==> src/rtl/sr_drv_pkg.sv <==
// Shared types for the RS-latch S/R driver: command opcodes, FSM states, sizing helper.
package sr_drv_pkg;

    typedef enum logic [1:0] {
        OP_CHECK  = 2'b00,
        OP_SET    = 2'b01,
        OP_RESET  = 2'b10,
        OP_TOGGLE = 2'b11
    } sr_op_t;

    typedef enum logic [2:0] {
        IDLE,
        PULSE,
        SETTLE,
        CHECK,
        GAP
    } sr_state_t;

    function automatic int max3(input int a, input int b, input int c);
        int m;
        m = (a > b) ? a : b;
        return (m > c) ? m : c;
    endfunction

endpackage

==> src/rtl/sr_drv_timer.sv <==
// Load/decrement down-counter with a zero flag; sequences the driver's timed states.
module sr_drv_timer #(
    parameter int W = 3
) (
    input  logic         clk,
    input  logic         rst,
    input  logic         load,
    input  logic [W-1:0] load_val,
    output logic         zero
);

    logic [W-1:0] count;

    always_ff @(posedge clk) begin
        if (rst)
            count <= '0;
        else if (load)
            count <= load_val;
        else if (count != '0)
            count <= count - 1'b1;
    end

    assign zero = (count == '0);

endmodule

==> src/rtl/sr_latch_driver.sv <==
// Command-driven S/R pulse source with Q/QB readback for RS latch characterisation.
// Optional error counter output err_cnt enabled by defining SR_DRV_ERRCNT_EN.
//
// state  | meaning
// IDLE   | cmd_ready high, waiting for a command
// PULSE  | S (expected 1) or R (expected 0) held high
// SETTLE | S=R=0, latch and synchroniser settling
// CHECK  | compare synchronised Q/QB against expected value
// GAP    | idle spacing before the next command
module sr_latch_driver
    import sr_drv_pkg::*;
#(
    parameter int PULSE_W  = 4,
    parameter int SETTLE_W = 2,
    parameter int GAP_W    = 2
) (
    input  logic       clk,
    input  logic       rst,
    input  logic       cmd_valid,
    input  logic [1:0] cmd_op,
    output logic       cmd_ready,
    output logic       S,
    output logic       R,
    input  logic       q_in,
    input  logic       qb_in,
    output logic       done,
    output logic       err,
    output logic       exp_q
`ifdef SR_DRV_ERRCNT_EN
    ,
    output logic [7:0] err_cnt
`endif
);

    localparam int CW = $clog2(max3(PULSE_W, SETTLE_W, GAP_W) + 1);
    localparam logic [CW-1:0] PULSE_LD  = CW'(PULSE_W - 1);
    localparam logic [CW-1:0] SETTLE_LD = CW'(SETTLE_W - 1);
    localparam logic [CW-1:0] GAP_LD    = CW'((GAP_W > 0) ? GAP_W - 1 : 0);

    sr_state_t       state, state_next;
    logic            exp_r, exp_next;
    logic            q_s1, q_sync, qb_s1, qb_sync;
    logic            tmr_load, tmr_zero;
    logic [CW-1:0]   tmr_val;
    logic            accept;
    sr_op_t          op;

    assign cmd_ready = (state == IDLE) && !rst;
    assign accept    = cmd_valid && cmd_ready;
    assign op        = sr_op_t'(cmd_op);

    sr_drv_timer #(.W(CW)) u_timer (
        .clk      (clk),
        .rst      (rst),
        .load     (tmr_load),
        .load_val (tmr_val),
        .zero     (tmr_zero)
    );

    always_comb begin
        state_next = state;
        exp_next   = exp_r;
        tmr_load   = 1'b0;
        tmr_val    = '0;
        unique case (state)
            IDLE: begin
                if (accept) begin
                    case (op)
                        OP_SET:    exp_next = 1'b1;
                        OP_RESET:  exp_next = 1'b0;
                        OP_TOGGLE: exp_next = ~q_sync;
                        default:   exp_next = q_sync;
                    endcase
                    tmr_load = 1'b1;
                    if (op == OP_CHECK) begin
                        state_next = SETTLE;
                        tmr_val    = SETTLE_LD;
                    end else begin
                        state_next = PULSE;
                        tmr_val    = PULSE_LD;
                    end
                end
            end
            PULSE: begin
                if (tmr_zero) begin
                    state_next = SETTLE;
                    tmr_load   = 1'b1;
                    tmr_val    = SETTLE_LD;
                end
            end
            SETTLE: begin
                if (tmr_zero)
                    state_next = CHECK;
            end
            CHECK: begin
                if (GAP_W > 0) begin
                    state_next = GAP;
                    tmr_load   = 1'b1;
                    tmr_val    = GAP_LD;
                end else begin
                    state_next = IDLE;
                end
            end
            GAP: begin
                if (tmr_zero)
                    state_next = IDLE;
            end
            default: state_next = IDLE;
        endcase
    end

    // S/R derive from the next state so the pulse width equals the PULSE dwell exactly
    always_ff @(posedge clk) begin
        if (rst) begin
            state   <= IDLE;
            exp_r   <= 1'b0;
            S       <= 1'b0;
            R       <= 1'b0;
            done    <= 1'b0;
            err     <= 1'b0;
            exp_q   <= 1'b0;
            q_s1    <= 1'b0;
            q_sync  <= 1'b0;
            qb_s1   <= 1'b0;
            qb_sync <= 1'b0;
        end else begin
            state   <= state_next;
            exp_r   <= exp_next;
            S       <= (state_next == PULSE) &&  exp_next;
            R       <= (state_next == PULSE) && !exp_next;
            done    <= (state == CHECK);
            err     <= (state == CHECK) && ((q_sync != exp_r) || (qb_sync == q_sync));
            if (state == CHECK)
                exp_q <= exp_r;
            q_s1    <= q_in;
            q_sync  <= q_s1;
            qb_s1   <= qb_in;
            qb_sync <= qb_s1;
        end
    end

`ifdef SR_DRV_ERRCNT_EN
    always_ff @(posedge clk) begin
        if (rst)
            err_cnt <= 8'd0;
        else if (done && err && (err_cnt != 8'hFF))
            err_cnt <= err_cnt + 8'd1;
    end
`endif

endmodule

==> config.mk <==
export PLATFORM = sky130hd
export DESIGN_NAME = sr_latch_driver
export DESIGN_NICKNAME = d
export VERILOG_FILES = /design/src/rtl/sr_drv_pkg.sv /design/src/rtl/sr_drv_timer.sv /design/src/rtl/sr_latch_driver.sv
export SDC_FILE = /design/constraint.sdc
export NUM_CORES = 1
export LEC_CHECK = 0
export CELL_PAD_IN_SITES_DETAIL_PLACEMENT = 0
export CELL_PAD_IN_SITES_GLOBAL_PLACEMENT = 1
export CORE_ASPECT_RATIO = 0.9
export CORE_MARGIN = 4
export CORE_UTILIZATION = 34
export DETAILED_ROUTE_END_ITERATION = 7
export PLACE_DENSITY = 0.75
export SETUP_SLACK_MARGIN = 0.2
export SLEW_MARGIN = 0
export SYNTH_ARGS = -nofsm -noshare
export SYNTH_HDL_FRONTEND = slang
export SYNTH_SLANG_ARGS = --single-unit
==> constraint.sdc <==
create_clock -name clk -period 1.3 [get_ports clk]
set_input_delay 0.26 -clock clk [delete_from_list [all_inputs] [get_ports clk]]
set_output_delay 0.26 -clock clk [all_outputs]
set_load 0.02 [all_outputs]
==> results.cfg, run 1 <==
[outcome]
status = finished with violations
violations = setup timing

[yosys]
synthesis.area_sq_um = 767
synth.net_count = 92
seq_area_frac_synth_pct = 41.8
synth-warning-count = 0
yosysUniqueCellTypes = 31
synthCells = 83
ys_ff_latch = 16
avgSynthCellArea_sq_um = 9.24

[placed_design]
hpwl_um = 1280
post-place-ws_ps = -663
numPortBuffers = 12
gp_congestion = 0.767

[routing]
dr_total_vias = 676
drtPass1Iterations = 4
ant_nets = 0
viasPerCell = 4.73
drt_wl_total_um = 1830
drc = 0
routedWlPerCell_um = 12.8
drt_iter0_drc = 4

[timing]
period_share_pct = 106
setup_viol = 3
rsz0062_at_grt = true
period_needed_ps = 1380
timing.setup.tns_ps = -124
timing.final.ws_setup_ps = -82.6
max_freq_mhz = 723
holdWs_ps = 445
clock-skew-final_ps = 1.55
worstMarginPinSlew_ps = 248
relSlewSlack_pct = 83.3
drv_slew = 0
finalHoldViolCount = 0

[critical_path]
endpoint_kind = output port
path_cells = nor4_4 -> buf_4
critPathBufInv = 1
crit_slowest_cell = dfxtp_2
cp_data_required_time_ps = 1040
cp-start-kind = flip-flop
worstSetupPathType = flip-flop to output port
crit_family = flip-flops
max_stage_delay_ps = 350
crit_arrival_ps = 1120
cp_max_fo = 2

[grt]
gr-total-overflow = 0
grtUsageTotal_pct = 12.9
grt_max_degree = 15
grt_first_pass_wirelength_um = 2970
antenna_found_initial = 0
grt_pass1_vias = 666

[final_layout]
syn_to_final_growth_pct = 58.7
layout_common_cells = 15 x buf_4, 11 x dfxtp_1, 10 x nor2_1
fillers = 212
fin_util_pct = 56.3
final_common_cell = buf_4
n_antenna_cell = 0
fin_nets = 126
drive_gt1_share_pct = 55.2

[power]
swShare_pct = 37.0
peakVddDrop_mv = 1.31
switching_power_mw = 0.862
p_comb_share_pct = 57.6
p_seq_share_pct = 28.2
p_total_mw = 2.33
leakagePower_nw = 0.497
p_clk_share_pct = 14.2
power.density_nw_per_um2 = 1910
cell_internal_pwr_mw = 1.47

[floorplan]
ios = 13
rows = 16
die_area_sq_um = 3080
die_x_um = 58.1
core_area_sq_um = 2160
die_y_um = 53.1
start_util_pct = 35.5

[clocking]
cts_buffers = 3
cts-root-buf = clkbuf_4
insertion_delay_ps = 290
cts.path.max_buffers = 2
clkTransAtPathRegs_ps = 90
numClockSinks = 16
cts_hold_buf = 0
cts_tree = built
htree_levels = 1

[worst_hold_path]
min_path_type = flip-flop to flip-flop

[flow_run]
maxCapViolations = 0
-- repair_timing --
action | in CTS | in global routing
resized for setup | 45 | 12
pin swaps | 13 | 11
endpoints found under the setup margin | 15 | 13
buffers inserted | 4 | 2
-- worst register-to-register path, cell delays in order (launching register included) --
cell	delay [ps]
dfxtp_2	350
inv_2	50
ha_4	150
nor2b_4	120
buf_6	130
o21ai_4	170
nand2_2	90
o32ai_2	190
-- metal layers --
layer  wire, um  GRT usage, %
met5          0             0
met3         73          2.44
met4         18          6.95
met1        836          14.8
met2        900          22.6
-- cell families after synthesis --
kind of cell / synth area share [%]
simple gates: 28.5
compound gates: 19.6
flops: 41.8
buf+inv: 4.40
fa+ha+maj: 3.26
xor+xnor: 1.14
mux: 1.31
-- path summary, 6_finish.rpt --
| check | startpoint | endpoint | slack (ps) | depth (start not counted) |
|---|---|---|---|---|
| setup / recovery | state[2] | cmd_ready | -80 | 2 |
| hold / removal | q_s1 | q_sync | 450 | 1 |
| setup reg to reg | u_timer.count[1] | u_timer.count[1] | -30 | 7 |
| hold reg to reg | q_s1 | q_sync | 450 | 1 |
-- area by class of cell --
class | instances | area (sq um) | share of cell area, %
inverter | 3 | 11.3 | 0.925
multi-input combinational | 61 | 539 | 44.3
clock buffer | 4 | 36.3 | 2.98
tap | 27 | 33.8 | 2.77
sequential | 16 | 327 | 26.8
timing repair buffer | 32 | 270 | 22.2
-- power groups by stage --
stage / combinational (mW) / sequential [mW] / clock, mW
global route: 1.46 / 0.670 / 0.361
global placement: 0.928 / 0.657 / 0
CTS: 1.18 / 0.658 / 0.343
finish: 1.34 / 0.658 / 0.331
floorplan: 0.612 / 0.683 / 0
detailed placement: 0.949 / 0.662 / 0
-- per-stage QoR --
step / area, sq um / std cells
2_1_floorplan: 790 / 83
3_3_place_gp: 1020 / 133
3_5_place_dp: 1020 / 133
4_1_cts: 1140 / 141
5_1_grt: 1220 / 143
6_report: 1220 / 143
-- cell usage after synthesis --
master | n | share of area (%)
and2_4 | 1 | 1.1
o21ai_1 | 1 | 0.65
o211ai_2 | 1 | 1.6
a32oi_1 | 1 | 1.1
and2_1 | 1 | 0.82
clkbuf_1 | 1 | 0.49
o22ai_1 | 2 | 1.6
clkbuf_8 | 1 | 1.8
a21oi_2 | 2 | 2.3
nor2b_1 | 5 | 4.1
a2111oi_4 | 1 | 3.6
nor2_1 | 10 | 4.9
nor4_4 | 1 | 2.8
nor3_1 | 1 | 0.65
and2b_4 | 1 | 1.3
o21ai_2 | 1 | 1.1
ha_1 | 2 | 3.3
inv_1 | 3 | 1.5
a31oi_1 | 1 | 0.82
o21ai_0 | 1 | 0.65
dfxtp_1 | 16 | 42
mux2i_1 | 1 | 1.3
nand2_4 | 1 | 1.5
a21oi_1 | 6 | 3.9
xnor2_1 | 1 | 1.1
buf_2 | 1 | 0.65
nand2_1 | 9 | 4.4
nand3_1 | 4 | 2.6
nand2b_1 | 3 | 2.4
nand3b_1 | 2 | 2.0
o32ai_2 | 1 | 2.1
-- registers in the layout, summed over array words and instances, names as in the netlist --
signal and count:
u_timer.count 3, qb_sync 1, exp_r 1, S 1, qb_s1 1, err 1, done 1, exp_q 1
q_sync 1, R 1, state 3, q_s1 1
Power figures use the tool's default switching activity.
==> inputs of run 2 (changes only) <==
--- a/config.mk
+++ b/config.mk
@@ -5,6 +5,7 @@
 export SDC_FILE = /design/constraint.sdc
 export NUM_CORES = 1
 export LEC_CHECK = 0
+export CAP_MARGIN = 20
 export CELL_PAD_IN_SITES_DETAIL_PLACEMENT = 0
 export CELL_PAD_IN_SITES_GLOBAL_PLACEMENT = 1
 export CORE_ASPECT_RATIO = 0.9
==> results of run 2 <==
Same layout as run 1: the final DEF is identical, and so are final timing and power.
==> inputs of run 3 (changes only) <==
--- a/config.mk
+++ b/config.mk
@@ -10,9 +10,10 @@
 export CELL_PAD_IN_SITES_GLOBAL_PLACEMENT = 1
 export CORE_ASPECT_RATIO = 0.9
 export CORE_MARGIN = 4
-export CORE_UTILIZATION = 34
+export CORE_UTILIZATION = 36
+export CTS_BUF_LIST = sky130_fd_sc_hd__clkbuf_8
 export DETAILED_ROUTE_END_ITERATION = 7
-export PLACE_DENSITY = 0.75
+export PLACE_DENSITY = 0.78
 export SETUP_SLACK_MARGIN = 0.2
 export SLEW_MARGIN = 0
 export SYNTH_ARGS = -nofsm -noshare
==> results.cfg, run 3 (synthesis results as in run 1) <==
[routing]
routedWlPerCell_um = 13.3
dr_total_vias = 708
viasPerCell = 4.99
drc = 0
drt_wl_total_um = 1890
drt_iter0_drc = 15
drtPass1Iterations = 4
ant_nets = 0

[critical_path]
cp_max_fo = 2
cp-start-kind = flip-flop
r2r-start = u_timer.count[1]
cp_data_required_time_ps = 1040
r2r_slack_ps = -20
worst-r2r-cell-count = 7
endpoint_kind = output port
crit_arrival_ps = 1100
crit_start = state[1]
worstSetupPathType = flip-flop to output port
timing.rr.end = u_timer.count[1]

[floorplan]
core_area_sq_um = 1970
die_area_sq_um = 2930
die_y_um = 51.8
start_util_pct = 38.9
ios = 13
die_x_um = 56.7
rows = 15

[final_layout]
fin_util_pct = 62.5
fin_nets = 127
drive_gt1_share_pct = 53.0
layout_common_cells = 16 x buf_4, 11 x dfxtp_1, 9 x nor2_1
syn_to_final_growth_pct = 60.7
n_antenna_cell = 0
reg.largest.list = state (3), u_timer.count (3)
final_common_cell = buf_4
fillers = 160

[timing]
rsz0062_at_grt = true
clock-skew-final_ps = 1.36
holdWs_ps = 434
worstMarginPinSlew_ps = 263
timing.final.ws_setup_ps = -60.3
timing.setup.tns_ps = -85.1
drv_slew = 0
setup_viol = 3
period_share_pct = 105
relSlewSlack_pct = 82.3
finalHoldViolCount = 0
period_needed_ps = 1360
max_freq_mhz = 735

[clocking]
numClockSinks = 16
cts_hold_buf = 0
cts-root-buf = clkbuf_8
cts_tree = built
clkTransAtPathRegs_ps = 60
insertion_delay_ps = 250
htree_levels = 1
cts_buffers = 3
cts.path.max_buffers = 2

[placed_design]
gp_congestion = 0.757
numPortBuffers = 12
hpwl_um = 1280
post-place-ws_ps = -668

[power]
p_total_mw = 2.44
leakagePower_nw = 0.504
power.density_nw_per_um2 = 1980
peakVddDrop_mv = 0.985

[worst_hold_path]
holdPathStages = 1
min_path_type = flip-flop to flip-flop
hold_path_end = qb_sync
holdCritStartpoint = qb_s1

[grt]
gr-total-overflow = 0
grtUsageTotal_pct = 14.4
grt_first_pass_wirelength_um = 3150
grt_max_degree = 15
antenna_found_initial = 0
grt_pass1_vias = 711

[outcome]
status = finished with violations
violations = setup timing

[flow_run]
maxCapViolations = 0
==> run 3: cell types whose count changed in the layout (fill, tap and decap cells not counted), sizes merged <==
cell / previous run / this run
buf: 26 / 25
clkdlybuf4s15: 0 / 2
==> run 3: critical path: stages, from the launching register on <==
cell	delay, ps
dfxtp_2	330
nor4_4	320
buf_4	200
==> run 3: worst max path at each step <==
| stage | endpoint | cells past startpoint |
|---|---|---|
| final | cmd_ready | 2 |
| after global routing | cmd_ready | 2 |
| after detailed placement | cmd_ready | 3 |
| after floorplan | S | 4 |
| after global placement | cmd_ready | 3 |
| after CTS | cmd_ready | 2 |
==> run 3: metrics by stage <==
stage	std cells	instance area, sq um
final	142	1230
after global routing	142	1230
after CTS	141	1200
after detailed placement	131	1020
after global placement	131	1020
after floorplan	83	790
==> run 3: report_power, final <==
part / leakage (nW) / internal, mW / switching [mW]
combinational: 0.343 / 0.719 / 0.625
clock: 0.0288 / 0.269 / 0.169
sequential: 0.133 / 0.587 / 0.0719
total: 0.504 / 1.58 / 0.866
==> run 3: routing by layer <==
layer	part of all wire, %	wire length, um	GRT usage, %	vias up
li1	-	-	-	358
met1	46	860	16.9	329
met2	48	912	25.2	17
met3	5.0	94	4.71	4
met4	1.1	21	3.56	0
met5	0	0	0	-
==> run 3: layout make-up <==
| class | instances | area (sq um) | share of cell area [%] |
|---|---|---|---|
| multi-input combinational | 61 | 515 | 41.8 |
| sequential | 16 | 327 | 26.5 |
| timing repair buffer | 33 | 293 | 23.8 |
| clock buffer | 4 | 55.1 | 4.47 |
| tap | 25 | 31.3 | 2.54 |
| inverter | 3 | 11.3 | 0.914 |
==> run 3: repair_timing <==
item	4_1_cts	5_1_grt
buffers inserted	6	1
setup endpoints to repair	16	14
pin swaps	13	4
gates resized for setup	38	11
